File: src/rtl/elastic_pipe_regs.sv
// Chain of DEPTH valid/ready stage registers with bubble collapsing and per-stage flush.
// Stage 0 faces the producer, stage DEPTH-1 drives the consumer.
module elastic_pipe_regs #(
    parameter int unsigned WIDTH = 32,
    parameter int unsigned DEPTH = 3
) (
    input  logic                         clk_i,
    input  logic                         rst_ni,
    input  logic                         in_valid_i,
    output logic                         in_ready_o,
    input  logic [WIDTH-1:0]             in_data_i,
    output logic                         out_valid_o,
    input  logic                         out_ready_i,
    output logic [WIDTH-1:0]             out_data_o,
    input  logic [DEPTH-1:0]             flush_i,
    output logic [$clog2(DEPTH+1)-1:0]   occupancy_o
);
    localparam int unsigned CW = $clog2(DEPTH + 1);

    logic [DEPTH-1:0]            valid_q, valid_d;
    logic [DEPTH-1:0]            ev;
    logic [DEPTH-1:0][WIDTH-1:0] data_q, data_d;
    logic [DEPTH:0]              rdy;
    logic [CW-1:0]               occ_q, occ_d;

    // A flushed entry behaves as a bubble for this cycle.
    assign ev = valid_q & ~flush_i;

    always_comb begin
        rdy        = '0;
        rdy[DEPTH] = out_ready_i;
        for (int i = DEPTH - 1; i >= 0; i--) begin
            rdy[i] = ~ev[i] | rdy[i+1];
        end
    end

    // Payload only moves with a live upstream entry, so bubbles never toggle data_q.
    always_comb begin
        valid_d = valid_q;
        data_d  = data_q;
        if (rdy[0]) begin
            valid_d[0] = in_valid_i;
            if (in_valid_i) begin
                data_d[0] = in_data_i;
            end
        end
        for (int i = 1; i < DEPTH; i++) begin
            if (rdy[i]) begin
                valid_d[i] = ev[i-1];
                if (ev[i-1]) begin
                    data_d[i] = data_q[i-1];
                end
            end
        end
    end

    always_comb begin
        occ_d = '0;
        for (int i = 0; i < DEPTH; i++) begin
            occ_d = occ_d + CW'(valid_d[i]);
        end
    end

    always_ff @(posedge clk_i or negedge rst_ni) begin
        if (!rst_ni) begin
            valid_q <= '0;
            data_q  <= '0;
            occ_q   <= '0;
        end else begin
            valid_q <= valid_d;
            data_q  <= data_d;
            occ_q   <= occ_d;
        end
    end

    assign in_ready_o  = rdy[0];
    assign out_valid_o = ev[DEPTH-1];
    assign out_data_o  = data_q[DEPTH-1];
    assign occupancy_o = occ_q;

endmodule
File: config.mk
export PLATFORM = sky130hd
export DESIGN_NAME = elastic_pipe_regs
export DESIGN_NICKNAME = d
export VERILOG_FILES = /design/src/rtl/elastic_pipe_regs.sv
export SDC_FILE = /design/constraint.sdc
export NUM_CORES = 1
export LEC_CHECK = 0
export CORE_ASPECT_RATIO = 1.2
export CORE_MARGIN = 2
export CORE_UTILIZATION = 47
export CTS_CLUSTER_SIZE = 28
export DETAILED_ROUTE_END_ITERATION = 16
export PLACE_DENSITY_LB_ADDON = 0.2
export SETUP_SLACK_MARGIN = 0.2
export SYNTH_ARGS = -nofsm -noshare
export SYNTH_HDL_FRONTEND = slang
export SYNTH_SLANG_ARGS = --single-unit
File: constraint.sdc
create_clock -name clk_i -period 1.71 [get_ports clk_i]
set_clock_uncertainty 0.05 [all_clocks]
set_input_delay 0.342 -clock clk_i [delete_from_list [all_inputs] [get_ports clk_i]]
set_output_delay 0.342 -clock clk_i [all_outputs]
set_load 0.005 [all_outputs]
==> results of run 1 <==
[routing by layer]
layer  global-route usage (%)  vias up  share of wire (%)
met5                        0        -                  0
met4                     7.14        0                1.8
met3                     3.57       10                4.4
met2                     27.9       52                 49
met1                     24.6     1167                 45
li1                         -     1014                  -
[kinds of logic after synthesis]
logic type	after synthesis	synth area share, %
adder cells (fa/ha/maj)	1	0.488
AO/OA/AOI/OAI	3	0.915
flip-flops	101	61.6
buffers and inverters	43	8.88
multiplexers	96	26.6
AND/OR/NAND/NOR	8	1.43
[worst max-delay path, stage by stage, from the launching register on]
cell and delay (ps):
sky130_fd_sc_hd__dfrtp_1 350, sky130_fd_sc_hd__or3b_4 420, sky130_fd_sc_hd__buf_6 140, sky130_fd_sc_hd__buf_6 110, sky130_fd_sc_hd__o31ai_4 240, sky130_fd_sc_hd__buf_6 150, sky130_fd_sc_hd__buf_12 130, sky130_fd_sc_hd__mux2_2 330
[cell usage in the layout (no fill, tap or decap), drive strengths merged]
cell type	n
dfrtp	101
mux2	96
buf	48
dlygate4sd2	36
clkdlybuf4s50	35
clkbuf	13
nand2b	3
nor2b	2
clkinvlp	2
clkinv	2
or3b	1
or3	1
nand2	1
o21ai	1
and2b	1
o31ai	1
o21bai	1
fa	1
dlygate4sd3	1
[per-stage QoR]
step	cell area, µm²	TNS (ps)	cells
after CTS	5570	-17420	461
after global routing	5730	-23770	464
after global placement	4830	-66350	413
final	5730	-19300	464
after floorplan	4160	-5470	252
after detailed placement	4830	-70350	413
[worst max-delay path by stage]
stage	startpoint	slack [ps]	depth (start not counted)	endpoint
finish	valid_q[2]$_DFF_PN0_	-330	7	data_q[14]$_DFFE_PN0P_
global route	valid_q[2]$_DFF_PN0_	-400	7	data_q[14]$_DFFE_PN0P_
CTS	valid_q[2]$_DFF_PN0_	-330	7	data_q[27]$_DFFE_PN0P_
detailed placement	flush_i[2]	-840	4	out_data_o[26]$_DFFE_PN0P_
global placement	flush_i[2]	-780	4	out_data_o[16]$_DFFE_PN0P_
floorplan	flush_i[2]	-130	5	occupancy_o[0]$_DFF_PN0_
[sequential cells by signal (all words and copies together), names as in the netlist]
name         count
out_data_o      32
data_q          64
valid_q          3
occupancy_o      2
[final cells by class]
cell class	instances	area, µm²
repair buffers	121	1320
clock buffers	12	155
multi-input cells	109	1550
well taps	117	146
clock inverters	4	32.5
fillers	644	2790
flip-flops and latches	101	2530
[power breakdown]
| part | switching [mW] | total [mW] | internal [mW] |
|---|---|---|---|
| sequential | 0.266 | 3.14 | 2.88 |
| clock | 0.792 | 1.41 | 0.615 |
| combinational | 0.448 | 1.58 | 1.13 |
| total | 1.51 | 6.13 | 4.62 |
[repair_timing]
action	CTS	global route
pin swaps	3	1
buffers inserted	23	3
endpoints found under the hold margin	101	0
hold buffers	1	0
gates resized for setup	105	39
setup endpoints to repair	135	100
cloned	8	0
==> results.md, run 1 <==
Placement:
- The total of buffers placed on input and output ports is 74.
- Before CTS, the worst setup slack after placement is -844 ps.
- The final estimated routing congestion in global placement is 0.715.
- After legalization and detailed placement, the total HPWL measured between 4000 and 5000 µm.

Synth:
- After synthesis the cells add up to 0.00410 mm².
- The share of synthesized flip-flops with an asynchronous set or reset is between 90% and 100%.
- After synthesis, flip-flops and latches occupy 61.6% of the total area.
- In this run the biggest area consumer among cell types represents 61.6% of the synthesized area.
- The most instantiated library cell after synthesis is sky130_fd_sc_hd__dfrtp_1.
- The synthesized netlist contains 16 unique library cells.
- The instance count of the mapped netlist is 252.
- By count the netlist is led by sky130_fd_sc_hd__dfrtp_1, sky130_fd_sc_hd__mux2_2, sky130_fd_sc_hd__buf_4.
- In the synthesized netlist the dominant register cell turns out to be sky130_fd_sc_hd__dfrtp_1.
- Counting flops and latches in the post-synthesis netlist gives 101.
- The average instance area after synthesis is approximately 16 µm².
- The biggest area contributor in the post-synthesis netlist is sky130_fd_sc_hd__dfrtp_1.
- The yosys synthesis warning count is 0.
- The number of enable-type register cells in the synthesized netlist is 0.
- The number of nets in the synthesized netlist is 292.
- After synthesis, the cell types taking the most area are sky130_fd_sc_hd__dfrtp_1, sky130_fd_sc_hd__mux2_2, sky130_fd_sc_hd__buf_4.

Floorplan:
- The area inside the core boundary is 0.00852 mm².
- The horizontal extent of the die is slightly below 90 µm.
- The initialized floorplan defines 37 standard-cell rows.
- Once the floorplan was initialized, standard cells occupied just under 50% of the core.
- The I/O pin total is 75.
- The die covers 0.00949 mm².
- The chip height is 106 µm.

Drt:
- In this run, the number of DRC markers left after iteration 0 of detailed routing was 68.
- After detailed routing, the number of vias per cell comes to roughly 4.8.
- The total DRC errors in the routed layout is 0.
- The number of detailed-route iterations in the first pass is 4.
- After detailed routing, the average wire length per cell comes to around 17 µm.
- For this block, the routed nets add up to 7960 µm of wire.
- The final route contains 2243 vias.
- The detail route stage leaves a number of antenna-violating nets equal to 0.

Worst setup path:
- The logic depth of the worst register-to-register path is 7.
- The required time of the critical path is 1900 ps.
- In this run the worst path has a maximum fanout of 10.
- In this run the register-to-register setup slack is -330 ps.
- The worst setup path is of the flip-flop to flip-flop kind.
- In this run the critical register-to-register path is captured at data_q[14]$_DFFE_PN0P_.
- STA puts the critical path data arrival time at between 2000 and 2500 ps.
- The worst setup path is captured at a flip-flop.
- The worst setup path is launched from a flip-flop.
- In this run the critical register-to-register path is launched from valid_q[2]$_DFF_PN0_.

Finish:
- The repair_antennas step left the layout with diodes totalling 0.
- Once layout is complete, the utilization of the core stands at 67.3%.
- Cells with a size suffix above 1 make up about 50% of the layout.
- Relative to the synthesized area, the layout overhead comes to 39.8%.
- For this run, the post-layout net count is 382.

Worst hold path:
- The cell count of the worst hold path is 1.
- The startpoint of the tightest hold check path is out_data_o[18]$_DFFE_PN0P_.
- The worst hold path terminates at out_data_o[18]$_DFFE_PN0P_.
- The tightest min-delay check is of the flip-flop to flip-flop type.

Pwr:
- Power comes to just over 6 mW.
- Across the VDD grid, the largest voltage drop is between 500 and 600 µV.
- The static power due to leakage is 2.75 nW.
- The power per unit of standard cell area is 1070 mW/mm².

Clocking:
- The clock root buffer is sky130_fd_sc_hd__clkbuf_8.
- The deepest clock path buffer count is 2.
- The H-tree depth reported by CTS is 3.
- The CTS tree is yes.
- The total number of clock tree sinks is 101.
- The clock latency of the later-clocked register in the worst-skew pair is 360 ps.
- The number of buffers created by CTS is 9.
- The clock transition at the registers of the reported paths is 90 ps.

Timing:
- The final setup violation count is 82.
- The final max-slew violation count was 0.
- The worst relative slew slack is between 80% and 90%.
- The worst path in the final design needs a cycle of 2040 ps, including I/O delays and setup.
- The slew at the pin closest to its max-slew limit is 283 ps.
- Once routing completed, OpenROAD measured the worst setup slack at -326 ps.
- The worst hold slack across all endpoints is ~460 ps.
- The final cycle utilization of the critical path is 119%.
- The count of endpoints failing hold in the final timing report is 0.
- Derived from the worst setup path, the maximum achievable clock frequency is 491 MHz.
- Setup repair after global routing could not meet its margin everywhere.

Global route:
- The combined global-route utilization of all metal layers is roughly 18%.
- The first global-routing pass estimated 12600 µm of wire.
- The initial antenna violation count is 0.
- Summed over all layers, the global routing overflow is 0.
- Entering global routing, the biggest net connects 55 pins.
- The number of global-route vias before repair is approximately 2500.

Run status:
- The flow ran to the end, but the final reports show violations.
- The final reports fail on negative setup slack.

Job:
- The tool flagged a number of max-cap violations equal to 0.
Power figures use the tool's default switching activity.
==> run 2, diff against run 1 <==
- CTS_CLUSTER_SIZE: 28 -> not set
==> results of run 2 <==
Same layout as run 1: the final DEF is identical, and so are final timing and power.
